`src/rtl/snp_fifo_pkg.sv`:
```
// Shared constants and helpers for the SNP pipeline FIFOs.
package snp_fifo_pkg;

    localparam int FIFO_FWFT         = 0;
    localparam int FIFO_REGOUT       = 1;
    localparam int AF_OFFSET_DEFAULT = 2;
    localparam int AE_THRESH_DEFAULT = 2;

    function automatic int clog2(input int value);
        int result;
        int v;
        result = 0;
        v      = value - 1;
        while (v > 0) begin
            result = result + 1;
            v      = v >> 1;
        end
        return result;
    endfunction

endpackage

```
`src/rtl/event_fifo_out_stage.sv`:
```
// Registered output stage: holds the head word and refills it from memory.
module event_fifo_out_stage
    import snp_fifo_pkg::*;
#(
    parameter int DATA_WIDTH = 32
) (
    input  logic                  clk_i,
    input  logic                  rst_n_i,
    input  logic                  flush_i,
    input  logic                  out_ready_i,
    input  logic                  mem_valid_i,
    input  logic [DATA_WIDTH-1:0] mem_data_i,
    output logic                  load_o,
    output logic                  out_valid_o,
    output logic [DATA_WIDTH-1:0] out_data_o,
    output logic                  ov_next_o
);

    logic                  ov_q, ov_d;
    logic [DATA_WIDTH-1:0] od_q, od_d;
    logic                  pop_s;

    assign pop_s       = ov_q && out_ready_i;
    assign load_o      = (!ov_q || out_ready_i) && mem_valid_i && !flush_i;
    assign out_valid_o = ov_q;
    assign out_data_o  = od_q;
    assign ov_next_o   = ov_d;

    // Next state of the output register; flush beats load, load beats pop.
    always_comb begin
        ov_d = ov_q;
        od_d = od_q;
        if (flush_i) begin
            ov_d = 1'b0;
        end else if (load_o) begin
            ov_d = 1'b1;
            od_d = mem_data_i;
        end else if (pop_s) begin
            ov_d = 1'b0;
        end else begin
            ov_d = ov_q;
        end
    end

    // Output register state.
    always_ff @(posedge clk_i or negedge rst_n_i) begin
        if (!rst_n_i) begin
            ov_q <= 1'b0;
            od_q <= {DATA_WIDTH{1'b0}};
        end else begin
            ov_q <= ov_d;
            od_q <= od_d;
        end
    end

endmodule

```
`src/rtl/event_fifo.sv`:
```
// Synchronous event FIFO with ready/valid handshakes, FWFT or registered head,
// threshold flags, occupancy/watermark reporting and sticky overflow.
module event_fifo
    import snp_fifo_pkg::*;
#(
    parameter int DATA_WIDTH = 32,
    parameter int DEPTH      = 16,
    parameter int ADDR_WIDTH = clog2(DEPTH),
    parameter int REG_OUT    = FIFO_FWFT,
    parameter int AF_THRESH  = DEPTH - AF_OFFSET_DEFAULT,
    parameter int AE_THRESH  = AE_THRESH_DEFAULT
) (
    input  logic                  clk,
    input  logic                  rst_n,
    input  logic                  flush,
    input  logic                  clr_stat,
    input  logic                  in_valid,
    output logic                  in_ready,
    input  logic [DATA_WIDTH-1:0] in_data,
    output logic                  out_valid,
    input  logic                  out_ready,
    output logic [DATA_WIDTH-1:0] out_data,
    output logic [ADDR_WIDTH:0]   count,
    output logic                  almost_full,
    output logic                  almost_empty,
    output logic                  overflow,
    output logic [ADDR_WIDTH:0]   watermark
);

    localparam int CNT_W = ADDR_WIDTH + 1;

    logic [DATA_WIDTH-1:0] mem_q [DEPTH];
    logic [ADDR_WIDTH-1:0] wr_ptr_q, wr_ptr_d, rd_ptr_q, rd_ptr_d;
    logic [CNT_W-1:0]      mcount_q, mcount_d, count_q, count_d, wm_q, wm_d;
    logic                  ovf_q, ovf_d;
    logic                  full_s, mem_valid_s, push_s, rd_s, ov_next_s;

    assign full_s      = (mcount_q == CNT_W'(DEPTH));
    assign mem_valid_s = (mcount_q != {CNT_W{1'b0}});
    assign push_s      = in_valid && !full_s;

    assign in_ready     = !full_s;
    assign count        = count_q;
    assign almost_full  = (count_q >= CNT_W'(AF_THRESH));
    assign almost_empty = (count_q <= CNT_W'(AE_THRESH));
    assign overflow     = ovf_q;
    assign watermark    = wm_q;

    generate
        if (REG_OUT == FIFO_REGOUT) begin : g_regout
            event_fifo_out_stage #(
                .DATA_WIDTH(DATA_WIDTH)
            ) u_out_stage (
                .clk_i       (clk),
                .rst_n_i     (rst_n),
                .flush_i     (flush),
                .out_ready_i (out_ready),
                .mem_valid_i (mem_valid_s),
                .mem_data_i  (mem_q[rd_ptr_q]),
                .load_o      (rd_s),
                .out_valid_o (out_valid),
                .out_data_o  (out_data),
                .ov_next_o   (ov_next_s)
            );
        end else begin : g_fwft
            assign out_valid = mem_valid_s;
            assign out_data  = mem_q[rd_ptr_q];
            assign rd_s      = mem_valid_s && out_ready;
            assign ov_next_s = 1'b0;
        end
    endgenerate

    // Pointer and occupancy next state; flush overrides any push or read.
    always_comb begin
        wr_ptr_d = wr_ptr_q;
        rd_ptr_d = rd_ptr_q;
        mcount_d = mcount_q;
        if (flush) begin
            wr_ptr_d = {ADDR_WIDTH{1'b0}};
            rd_ptr_d = {ADDR_WIDTH{1'b0}};
            mcount_d = {CNT_W{1'b0}};
        end else begin
            if (push_s) begin
                wr_ptr_d = wr_ptr_q + ADDR_WIDTH'(1);
            end else begin
                wr_ptr_d = wr_ptr_q;
            end
            if (rd_s) begin
                rd_ptr_d = rd_ptr_q + ADDR_WIDTH'(1);
            end else begin
                rd_ptr_d = rd_ptr_q;
            end
            mcount_d = mcount_q + CNT_W'(push_s) - CNT_W'(rd_s);
        end
        count_d = mcount_d + CNT_W'(ov_next_s);
    end

    // Statistics next state; a new overflow wins over clr_stat.
    always_comb begin
        ovf_d = ovf_q;
        wm_d  = wm_q;
        if (in_valid && full_s) begin
            ovf_d = 1'b1;
        end else if (clr_stat) begin
            ovf_d = 1'b0;
        end else begin
            ovf_d = ovf_q;
        end
        if (clr_stat) begin
            wm_d = count_q;
        end else if (count_d > wm_q) begin
            wm_d = count_d;
        end else begin
            wm_d = wm_q;
        end
    end

    // Storage array; contents survive flush and reset.
    always_ff @(posedge clk) begin
        if (push_s && !flush) begin
            mem_q[wr_ptr_q] <= in_data;
        end
    end

    // Control and statistics state.
    always_ff @(posedge clk or negedge rst_n) begin
        if (!rst_n) begin
            wr_ptr_q <= {ADDR_WIDTH{1'b0}};
            rd_ptr_q <= {ADDR_WIDTH{1'b0}};
            mcount_q <= {CNT_W{1'b0}};
            count_q  <= {CNT_W{1'b0}};
            wm_q     <= {CNT_W{1'b0}};
            ovf_q    <= 1'b0;
        end else begin
            wr_ptr_q <= wr_ptr_d;
            rd_ptr_q <= rd_ptr_d;
            mcount_q <= mcount_d;
            count_q  <= count_d;
            wm_q     <= wm_d;
            ovf_q    <= ovf_d;
        end
    end

endmodule

```
`config.mk`:
```
export PLATFORM = sky130hd
export DESIGN_NAME = event_fifo
export DESIGN_NICKNAME = d
export VERILOG_FILES = /design/src/rtl/snp_fifo_pkg.sv /design/src/rtl/event_fifo_out_stage.sv /design/src/rtl/event_fifo.sv
export SDC_FILE = /design/constraint.sdc
export NUM_CORES = 1
export LEC_CHECK = 0
export ABC_CLOCK_PERIOD_IN_PS = 9350
export CAP_MARGIN = 20
export CORE_MARGIN = 2
export CORE_UTILIZATION = 40
export CTS_CLUSTER_SIZE = 40
export DETAILED_ROUTE_END_ITERATION = 16
export SLEW_MARGIN = 20
export SYNTH_ARGS = -nofsm -noshare
export SYNTH_HDL_FRONTEND = slang
export SYNTH_SLANG_ARGS = --single-unit
```
`constraint.sdc`:
```
create_clock -name clk -period 9.35 [get_ports clk]
set_clock_uncertainty 0.05 [all_clocks]
set_input_delay 1.87 -clock clk [delete_from_list [all_inputs] [get_ports clk]]
set_output_delay 1.87 -clock clk [all_outputs]
set_load 0.01 [all_outputs]
```
==> reports/qor.csv, run 1 <==
stage,metric,value,unit
run,Max-cap violations,0,
outcome,status,"finished, final reports clean",
worst_setup_path,flop-to-flop setup slack,4.72,ns
worst_setup_path,reg2reg start,count[2],
worst_setup_path,CP top delay family,buffers and inverters,
cts,CTS tree,done,
routing,DRC Markers,0,
synth,fraction of registers with async set/reset,3.58,%
layout,layout cells sized above 1,22.5,%
floorplan,die extent in y,231,um
routing,Routed WL per cell,25.0,um
synth,Synth Area in Compound Gates,3.32,%
synth,largest family of logic cells by synthesized area,multiplexers,
cts,"Reg clk slew, reported paths",0.06,ns
floorplan,total die area,53200,um2
floorplan,Initial Utilization,40.2,%
worst_setup_path,CP required,7.43,ns
synth,Post-Syn Area,20600,um2
global_route,antenna violations before repair,3,
synth,Ys Warns,0,
cts,"Clk Latency, worst-skew pair",0.60,ns
worst_setup_path,peak per-stage delay on the critical path,1.10,ns
sta,final worst path period need,5.94,ns
synth,Syn Area/Cell,21.5,um2
global_route,vias in the first global route,10385,
routing,post-detailed-routing wire length,44800,um
routing,final antenna-violating net count,0,
global_route,Tot GR Track Use,17.1,%
sta,Final Cycle Share,63.5,%
floorplan,FP Rows,83,
synth,post-synthesis adder-cell area fraction,1.38,%
synth,Synth Area in XOR/XNOR,0.298,%
worst_setup_path,CP max-delay cell,dfrtp_4,
floorplan,I/O pin total,85,
min_path,worst hold-check path type,reg -> reg,
floorplan,core area,51100,um2
sta,final hold violations,0,
place,DP HPWL,21600,um
sta,worst hold slack,0.478,ns
synth,Cells after Synth,955,
synth,Yosys cell types,38,
synth,Synth Register Bits,531,
min_path,hold-critical path depth,1,
min_path,Hold EP,overflow,
global_route,total grt overflow,0,
sta,Final TNS setup,0,ns
layout,nets@finish,1128,
routing,First DRT Iteration DRCs,889,
synth,syn_nets,1015,
routing,vias,9788,
worst_setup_path,critical path buffer and inverter count,2,
cts,Num CTS Buffers,54,
sta,setup violators final,0,
place,gpl congestion,0.793,
routing,drt pass-1 iters,5,
worst_setup_path,Critical R2R Capture,watermark[2],
synth,Yosys top cell by area,edfxtp_1,
synth,"EDFF count, synth",512,
global_route,largest net degree at the start of global routing,85,
layout,area grow syn2layout,16.7,%
cts,post_cts resized,0,
global_route,first-pass GRT wire length,66800,um
synth,"Seq/Total Area, Yosys",77.1,%
min_path,hold path startpoint,overflow,
power_and_ir_drop,maximum vdd drop,0.178,mV
worst_setup_path,CP Cell Sequence,buf_4 -> mux4_2 -> a22oi_1 -> nand2_1 -> clkdlybuf4s50_1,
power_and_ir_drop,Tot Pwr,6030,uW
cts,CTS Sinks,531,
worst_setup_path,worst path arrival time,4.02,ns
cts,CTS H-tree lvls,2,
place,pre-CTS setup slack,3.74,ns
sta,Setup WS post-layout,3.41,ns
synth,post-synthesis simple-gate area fraction,2.19,%
sta,actual slew at the worst max-slew pin,1.10,ns
sta,Max transition margin,26.9,%
routing,Via-to-Cell Ratio,5.46,
sta,max-slew violations,0,
worst_setup_path,Crit Path Max Fanout,68,
worst_setup_path,Worst Setup Start Kind,register,
cts,Clock Path Buffers,3,
floorplan,Die Wd,231,um
power_and_ir_drop,leakage power,0.00758,uW
cts,Root Buffer,clkbuf_16,
place,I/O Buffers,84,
synth,Synth Flop Type,edfxtp_1,
worst_setup_path,Worst setup EP type,output port,
cts,post-CTS setup buffer count,0,
power_and_ir_drop,Power per Cell Area,251,nW/um2
synth,post-synthesis mux area share,14.1,%
cts,hold_buf cts,0,
sta,RSZ-0062 raised after global routing,no,
worst_setup_path,Reg2Reg Depth,19,
synth,Synth top area share,74.8,%
layout,Filler cells,4302,
synth,Synth area leaders,"edfxtp_1 (75%), mux4_2 (14%), a22oi_1 (2.4%)",
sta,maximum clock rate,168,MHz
worst_setup_path,CP Class,reg -> out,
[layer usage]
metal	part of all wire, %	vias to the layer above	routed length [um]	GRT usage [%]
met3	6.0	62	2670	3.38
met1	45	5227	20000	24.8
li1	-	4208	-	-
met5	0.065	-	29	0
met2	48	287	21300	27.0
met4	1.7	4	742	4.03
[area by class of cell]
type / count / area [um2] / area share (%)
Inverter: 21 / 78.8 / 0.328
Antenna cell: 1 / 2.50 / 0.0104
Tap cell: 680 / 851 / 3.54
Multi-Input combinational cell: 354 / 4510 / 18.8
Clock inverter: 35 / 270 / 1.13
Timing Repair Buffer: 106 / 1040 / 4.33
Sequential cell: 531 / 15900 / 66.1
Clock buffer: 65 / 1390 / 5.80
[worst max path at each step]
stage | endpoint | cells past startpoint | from | slack (ns)
final | out_data[11] | 5 | rd_ptr_q[1] | 3.41
after global routing | out_data[31] | 5 | rd_ptr_q[1] | 3.23
after CTS | out_data[31] | 5 | rd_ptr_q[1] | 3.32
after detailed placement | watermark[3] | 16 | in_valid | 3.74
after global placement | watermark[2] | 16 | in_valid | 3.85
after floorplan | mem_q[0][0] | 4 | in_valid | 4.25
[state kept, by name, indices dropped and copies added, names as in the netlist]
| register | cells |
|---|---|
| rd_ptr_q | 4 |
| watermark | 5 |
| count | 5 |
| overflow | 1 |
| mem_q | 512 |
| wr_ptr_q | 4 |
[through the flow]
step | util [%] | area (um2) | cells
final | 47.0 | 24000 | 1793
after detailed placement | 43.7 | 22300 | 1691
after CTS | 46.9 | 24000 | 1791
after global placement | 43.7 | 22300 | 1691
after floorplan | - | 20600 | 955
after global routing | 47.0 | 24000 | 1793
[logic make-up after synthesis]
| kind of cell | count (synthesis) |
|---|---|
| XOR/XNOR | 7 |
| flip-flops | 531 |
| AND/OR/NAND/NOR | 103 |
| AO/OA/AOI/OAI | 92 |
| adder cells (fa/ha/maj) | 22 |
| buffers and inverters | 70 |
| multiplexers | 130 |
[synth_stat cells, types with 3 or more instances]
cell type,number
xnor2_1,3
nor3_1,6
edfxtp_1,512
ha_1,21
buf_2,5
a21oi_1,7
o21bai_1,3
buf_6,5
dfrtp_1,19
xor2_1,4
nor2_1,26
clkbuf_1,29
o21ai_0,3
mux4_2,128
nand3_1,11
buf_4,7
nor2b_1,6
inv_1,21
nand2b_1,3
nand2_1,47
o41ai_1,3
a22oi_1,66
[cells in the final DEF (no fill, tap or decap), types with 2 or more instances in the layout]
cell             instances
a211o_1                  2
a21oi_1                  7
a22oi_1                 66
a41oi_1                  2
buf_4                   20
bufinv_16                3
clkbuf_1                11
clkbuf_16               54
clkdlybuf4s50_1         84
clkinv_1                14
clkinv_2                13
clkinvlp_4               2
dfrtp_1                 17
dfrtp_4                  2
edfxtp_1               512
ha_1                    21
inv_1                   21
mux2i_1                  2
mux4_2                 128
nand2_1                 47
nand2b_1                 3
nand3_1                 11
nor2_1                  13
nor2_4                  13
nor2b_1                  4
nor2b_4                  2
nor3_1                   2
nor3_2                   4
o21ai_0                  3
o21bai_1                 3
o41ai_1                  3
xnor2_1                  3
xor2_1                   4
[where the power goes]
part           total, uW  switching, uW  internal (uW)
clock network       2030            884           1140
logic               1240            586            658
registers           2760           87.7           2670
No activity file was read; power rests on OpenSTA's default activity.
==> inputs of run 2 (changes only) <==
--- a/config.mk
+++ b/config.mk
@@ -5,7 +5,7 @@
 export SDC_FILE = /design/constraint.sdc
 export NUM_CORES = 1
 export LEC_CHECK = 0
-export ABC_CLOCK_PERIOD_IN_PS = 9350
+export ABC_CLOCK_PERIOD_IN_PS = 5270
 export CAP_MARGIN = 20
 export CORE_MARGIN = 2
 export CORE_UTILIZATION = 40
==> constraint.sdc (replaced) <==
create_clock -name clk -period 5.27 [get_ports clk]
set_clock_uncertainty 0.05 [all_clocks]
set_input_delay 1.054 -clock clk [delete_from_list [all_inputs] [get_ports clk]]
set_output_delay 1.054 -clock clk [all_outputs]
set_load 0.01 [all_outputs]
==> reports/qor.csv, run 2 (synthesis gave the netlist of run 1 again) <==
stage,metric,value,unit
cts,post_cts resized,0,
floorplan,FP Rows,83,
worst_setup_path,worst path arrival time,5.07,ns
global_route,antenna violations before repair,2,
layout,multi-input combinational cell area,4510,um2
place,gpl congestion,0.783,
global_route,largest net degree at the start of global routing,49,
layout,nets@finish,1138,
worst_setup_path,end of the critical path,watermark[2],
cts,CTS tree,done,
sta,worst hold slack,0.467,ns
worst_setup_path,Critical R2R Capture,watermark[2],
cts,hold_buf cts,0,
sta,actual slew at the worst max-slew pin,1.08,ns
worst_setup_path,Reg2Reg Depth,19,
place,I/O Buffers,84,
layout,max reg flops,512,
routing,DRC Markers,0,
sta,max-slew violations,0,
power_and_ir_drop,Power per Cell Area,443,nW/um2
routing,final antenna-violating net count,0,
cts,"Reg clk slew, reported paths",0.06,ns
run,Max-cap violations,0,
global_route,vias in the first global route,10261,
routing,post-detailed-routing wire length,44800,um
routing,Via-to-Cell Ratio,5.47,
power_and_ir_drop,maximum vdd drop,0.263,mV
layout,area grow syn2layout,17.1,%
sta,maximum clock rate,216,MHz
worst_setup_path,Worst Setup Start Kind,register,
routing,drt pass-1 iters,7,
routing,Routed WL per cell,24.8,um
worst_setup_path,reg2reg start,count[2],
floorplan,I/O pin total,85,
floorplan,total die area,53200,um2
sta,Final Cycle Share,87.8,%
routing,vias,9857,
worst_setup_path,CP required,5.71,ns
sta,Max transition margin,27.9,%
sta,final hold violations,0,
layout,Filler cells,4221,
layout,"most common cell after layout, fill and taps aside",edfxtp_1,
floorplan,Die Wd,231,um
outcome,status,"finished, final reports clean",
cts,CTS Sinks,531,
place,DP HPWL,23700,um
cts,post-CTS setup buffer count,0,
cts,Num CTS Buffers,54,
cts,"Clk Latency, worst-skew pair",0.60,ns
floorplan,die extent in y,231,um
cts,Clock Path Buffers,3,
routing,First DRT Iteration DRCs,893,
worst_setup_path,flop-to-flop setup slack,0.64,ns
layout,Reg area,15900,um2
global_route,Tot GR Track Use,17.1,%
layout,"Most flops, register",mem_q,
sta,Final TNS setup,0,ns
sta,final worst path period need,4.63,ns
sta,RSZ-0062 raised after global routing,no,
layout,most frequent cells in the layout,"edfxtp_1 (512), mux4_2 (128), clkdlybuf4s50_1 (84)",
global_route,first-pass GRT wire length,66500,um
global_route,total grt overflow,0,
worst_setup_path,Crit Path Max Fanout,9,
cts,CTS H-tree lvls,2,
floorplan,core area,51100,um2
min_path,worst hold-check path type,reg -> reg,
worst_setup_path,Crit. Startpoint,count[2],
worst_setup_path,Worst setup EP type,register,
sta,setup violators final,0,
cts,Root Buffer,clkbuf_16,
layout,layout cells sized above 1,22.7,%
power_and_ir_drop,leakage power,0.00762,uW
worst_setup_path,CP Class,reg -> reg,
floorplan,Initial Utilization,40.2,%
==> run 2: changes by cell type in the layout (fill, tap and decap cells not counted), sizes merged <==
cell and delta:
buf +10, clkbuf +4, bufinv -2, clkinv -1
clkinvlp -1, inv -1
==> run 2: per-layer routing <==
metal  GRT usage (%)  share of wire (%)
met1            23.7                 43
met2            27.8                 49
met3            3.75                6.2
met4            3.89                1.9
met5               0              0.022
==> run 2: worst min path at each step <==
stage              from        to  slack [ns]  cells past startpoint
6_report       overflow  overflow        0.47                      1
5_1_grt        overflow  overflow        0.50                      1
4_1_cts        overflow  overflow        0.47                      1
3_5_place_dp   overflow  overflow        0.45                      1
3_3_place_gp   overflow  overflow        0.46                      1
2_1_floorplan  overflow  overflow        0.50                      1
==> run 2: final cells by class <==
type | instances | share of cell area, %
diodes | 1 | 0.0104
well taps | 680 | 3.53
flip-flops and latches | 531 | 65.8
clock buffers | 69 | 5.93
repair buffers | 116 | 4.80
clock inverters | 30 | 0.800
inverters | 21 | 0.327
multi-input cells | 354 | 18.7
==> run 2: critical path, stage by stage, from the launching register on <==
cell and delay, ns:
dfrtp_1 0.44, inv_1 0.13, ha_1 0.16, or4b_2 0.66
nand2_1 0.16, inv_1 0.06, ha_1 0.26, inv_1 0.06
ha_1 0.15, inv_1 0.06, fa_1 0.43, o21bai_1 0.16
a21oi_1 0.09, mux2i_1 0.24, inv_1 0.10, ha_1 0.30
nand3_1 0.16, o21bai_1 0.34, a41o_1 0.30, a31o_2 0.20
==> run 2: through the flow <==
stage	instance area [um2]	utilization (%)	std cells	worst slack, ns	power, uW
6_report	24100	47.1	1802	0.644	10700
5_1_grt	24100	47.1	1801	0.285	11100
4_1_cts	24100	47.1	1801	0.644	10800
3_5_place_dp	22500	44.0	1702	0.506	7270
3_3_place_gp	22500	44.0	1702	0.576	7260
2_1_floorplan	20600	-	955	0.968	6480
==> run 2: power breakdown <==
part / internal (uW) / switching [uW] / total, uW
Clock: 1960 / 1550 / 3510
Combinational: 1200 / 1050 / 2250
Sequential: 4740 / 159 / 4900
==> inputs of run 3 (changes only) <==
--- a/config.mk
+++ b/config.mk
@@ -8,7 +8,7 @@
 export ABC_CLOCK_PERIOD_IN_PS = 5270
 export CAP_MARGIN = 20
 export CORE_MARGIN = 2
-export CORE_UTILIZATION = 40
+export CORE_UTILIZATION = 30
 export CTS_CLUSTER_SIZE = 40
 export DETAILED_ROUTE_END_ITERATION = 16
 export SLEW_MARGIN = 20
==> reports/qor.csv, run 3 (synthesis gave the netlist of run 1 again) <==
stage,metric,value,unit
outcome,status,"finished, final reports clean",
cts,"Reg clk slew, reported paths",0.07,ns
layout,area grow syn2layout,17.9,%
power_and_ir_drop,Power per Cell Area,431,nW/um2
routing,vias,9804,
cts,post_cts resized,0,
routing,Via-to-Cell Ratio,4.91,
power_and_ir_drop,leakage power,0.00759,uW
cts,CTS H-tree lvls,2,
floorplan,total die area,70700,um2
worst_setup_path,reg2reg start,count[2],
run,Max-cap violations,0,
min_path,worst hold-check path type,in -> async,
worst_setup_path,Reg2Reg Depth,19,
layout,max reg flops,512,
sta,setup violators final,0,
floorplan,Die Wd,266,um
floorplan,die extent in y,266,um
sta,Max transition margin,30.3,%
sta,max-slew violations,0,
layout,"most common cell after layout, fill and taps aside",edfxtp_1,
sta,actual slew at the worst max-slew pin,1.04,ns
layout,nets@finish,1146,
routing,drt pass-1 iters,7,
cts,Root Buffer,clkbuf_16,
worst_setup_path,CP Cell Sequence,inv_1 -> ha_1 -> or4b_2 -> nand2_1 -> inv_1 -> ha_1 -> inv_1 -> ha_1 -> inv_1 -> fa_1 -> o21bai_1 -> a21oi_1 -> mux2i_1 -> inv_1 -> ha_1 -> nand3_1 -> o21bai_1 -> a41o_1 -> a31o_2,
place,gpl congestion,0.740,
worst_setup_path,flop-to-flop setup slack,0.65,ns
floorplan,core area,67500,um2
layout,"Most flops, register",mem_q,
worst_setup_path,CP top delay family,adder cells,
sta,Setup WS post-layout,0.655,ns
worst_setup_path,CP max-delay cell,or4b_2,
routing,post-detailed-routing wire length,45800,um
cts,CTS Sinks,531,
layout,# diodes,0,
place,DP HPWL,25800,um
power_and_ir_drop,Tot Pwr,10400,uW
cts,hold_buf cts,0,
cts,"Clk Latency, worst-skew pair",0.60,ns
global_route,vias in the first global route,10479,
sta,RSZ-0062 raised after global routing,no,
power_and_ir_drop,maximum vdd drop,0.250,mV
layout,most frequent cells in the layout,"edfxtp_1 (512), mux4_2 (128), clkdlybuf4s50_1 (83)",
worst_setup_path,Worst setup EP type,register,
cts,Clock Path Buffers,3,
global_route,largest net degree at the start of global routing,53,
routing,Routed WL per cell,22.9,um
sta,Final TNS setup,0,ns
worst_setup_path,Crit Path Max Fanout,9,
floorplan,Initial Utilization,30.5,%
place,pre-CTS setup slack,0.519,ns
global_route,antenna violations before repair,1,
floorplan,I/O pin total,85,
sta,Final Cycle Share,87.6,%
sta,final hold violations,0,
worst_setup_path,Critical Path Most Common Cell,inv_1,
sta,final worst path period need,4.62,ns
cts,CTS tree,done,
routing,First DRT Iteration DRCs,867,
worst_setup_path,worst path arrival time,5.06,ns
global_route,total grt overflow,0,
worst_setup_path,Critical R2R Capture,watermark[2],
global_route,Tot GR Track Use,13.1,%
worst_setup_path,CP Class,reg -> reg,
layout,Filler cells,6201,
place,I/O Buffers,84,
worst_setup_path,critical path buffer and inverter count,5,
sta,worst hold slack,0.359,ns
worst_setup_path,CP required,5.71,ns
global_route,first-pass GRT wire length,68100,um
worst_setup_path,Worst Setup Start Kind,register,
floorplan,FP Rows,95,
worst_setup_path,peak per-stage delay on the critical path,0.68,ns
sta,maximum clock rate,217,MHz
routing,DRC Markers,0,
cts,post-CTS setup buffer count,0,
routing,final antenna-violating net count,0,
layout,layout cells sized above 1,22.9,%
cts,Num CTS Buffers,51,
[run 3: cell count changes in the layout (fill, tap and decap cells not counted), sizes merged]
cell,before,now
inv,21,24
clkinv,28,19
buf,32,44
bufinv,1,0
clkdlybuf4s50,84,83
diode,1,0
[run 3: routing by layer]
layer,vias to the layer above,GRT usage (%),part of all wire (%)
met5,-,0,0.020
met3,56,2.74,5.6
li1,4239,-,-
met4,2,2.93,1.6
met1,5237,18.0,44
met2,270,21.4,49
[run 3: how the worst max path moves through the flow]
stage,from,slack (ns),to,cells past startpoint
2_1_floorplan,count[2],0.97,watermark[2],20
3_3_place_gp,in_valid,0.59,watermark[2],16
3_5_place_dp,in_valid,0.52,watermark[4],16
4_1_cts,count[2],0.65,watermark[2],19
5_1_grt,count[2],0.31,watermark[4],19
6_report,count[2],0.65,watermark[2],19
[run 3: per-stage QoR]
step	utilization, %	instances	area, um2
finish	35.9	1998	24200
global route	35.9	1998	24200
CTS	35.9	1998	24300
detailed placement	33.8	1906	22800
global placement	33.8	1906	22800
floorplan	-	955	20600
[run 3: power by group]
part / switching, uW / internal [uW]
logic: 1060 / 1200
clock network: 1500 / 1780
registers: 164 / 4740
total: 2730 / 7720
[run 3: final cells by class]
class                           count  area, um2  share of cell area, %
Sequential cell                   531      15900                   65.4
Timing Repair Buffer              127       1250                   5.14
Inverter                           21       78.8                  0.325
Clock inverter                     23        113                  0.464
Tap cell                          873       1090                   4.51
Clock buffer                       69       1340                   5.54
Multi-Input combinational cell    354       4510                   18.6
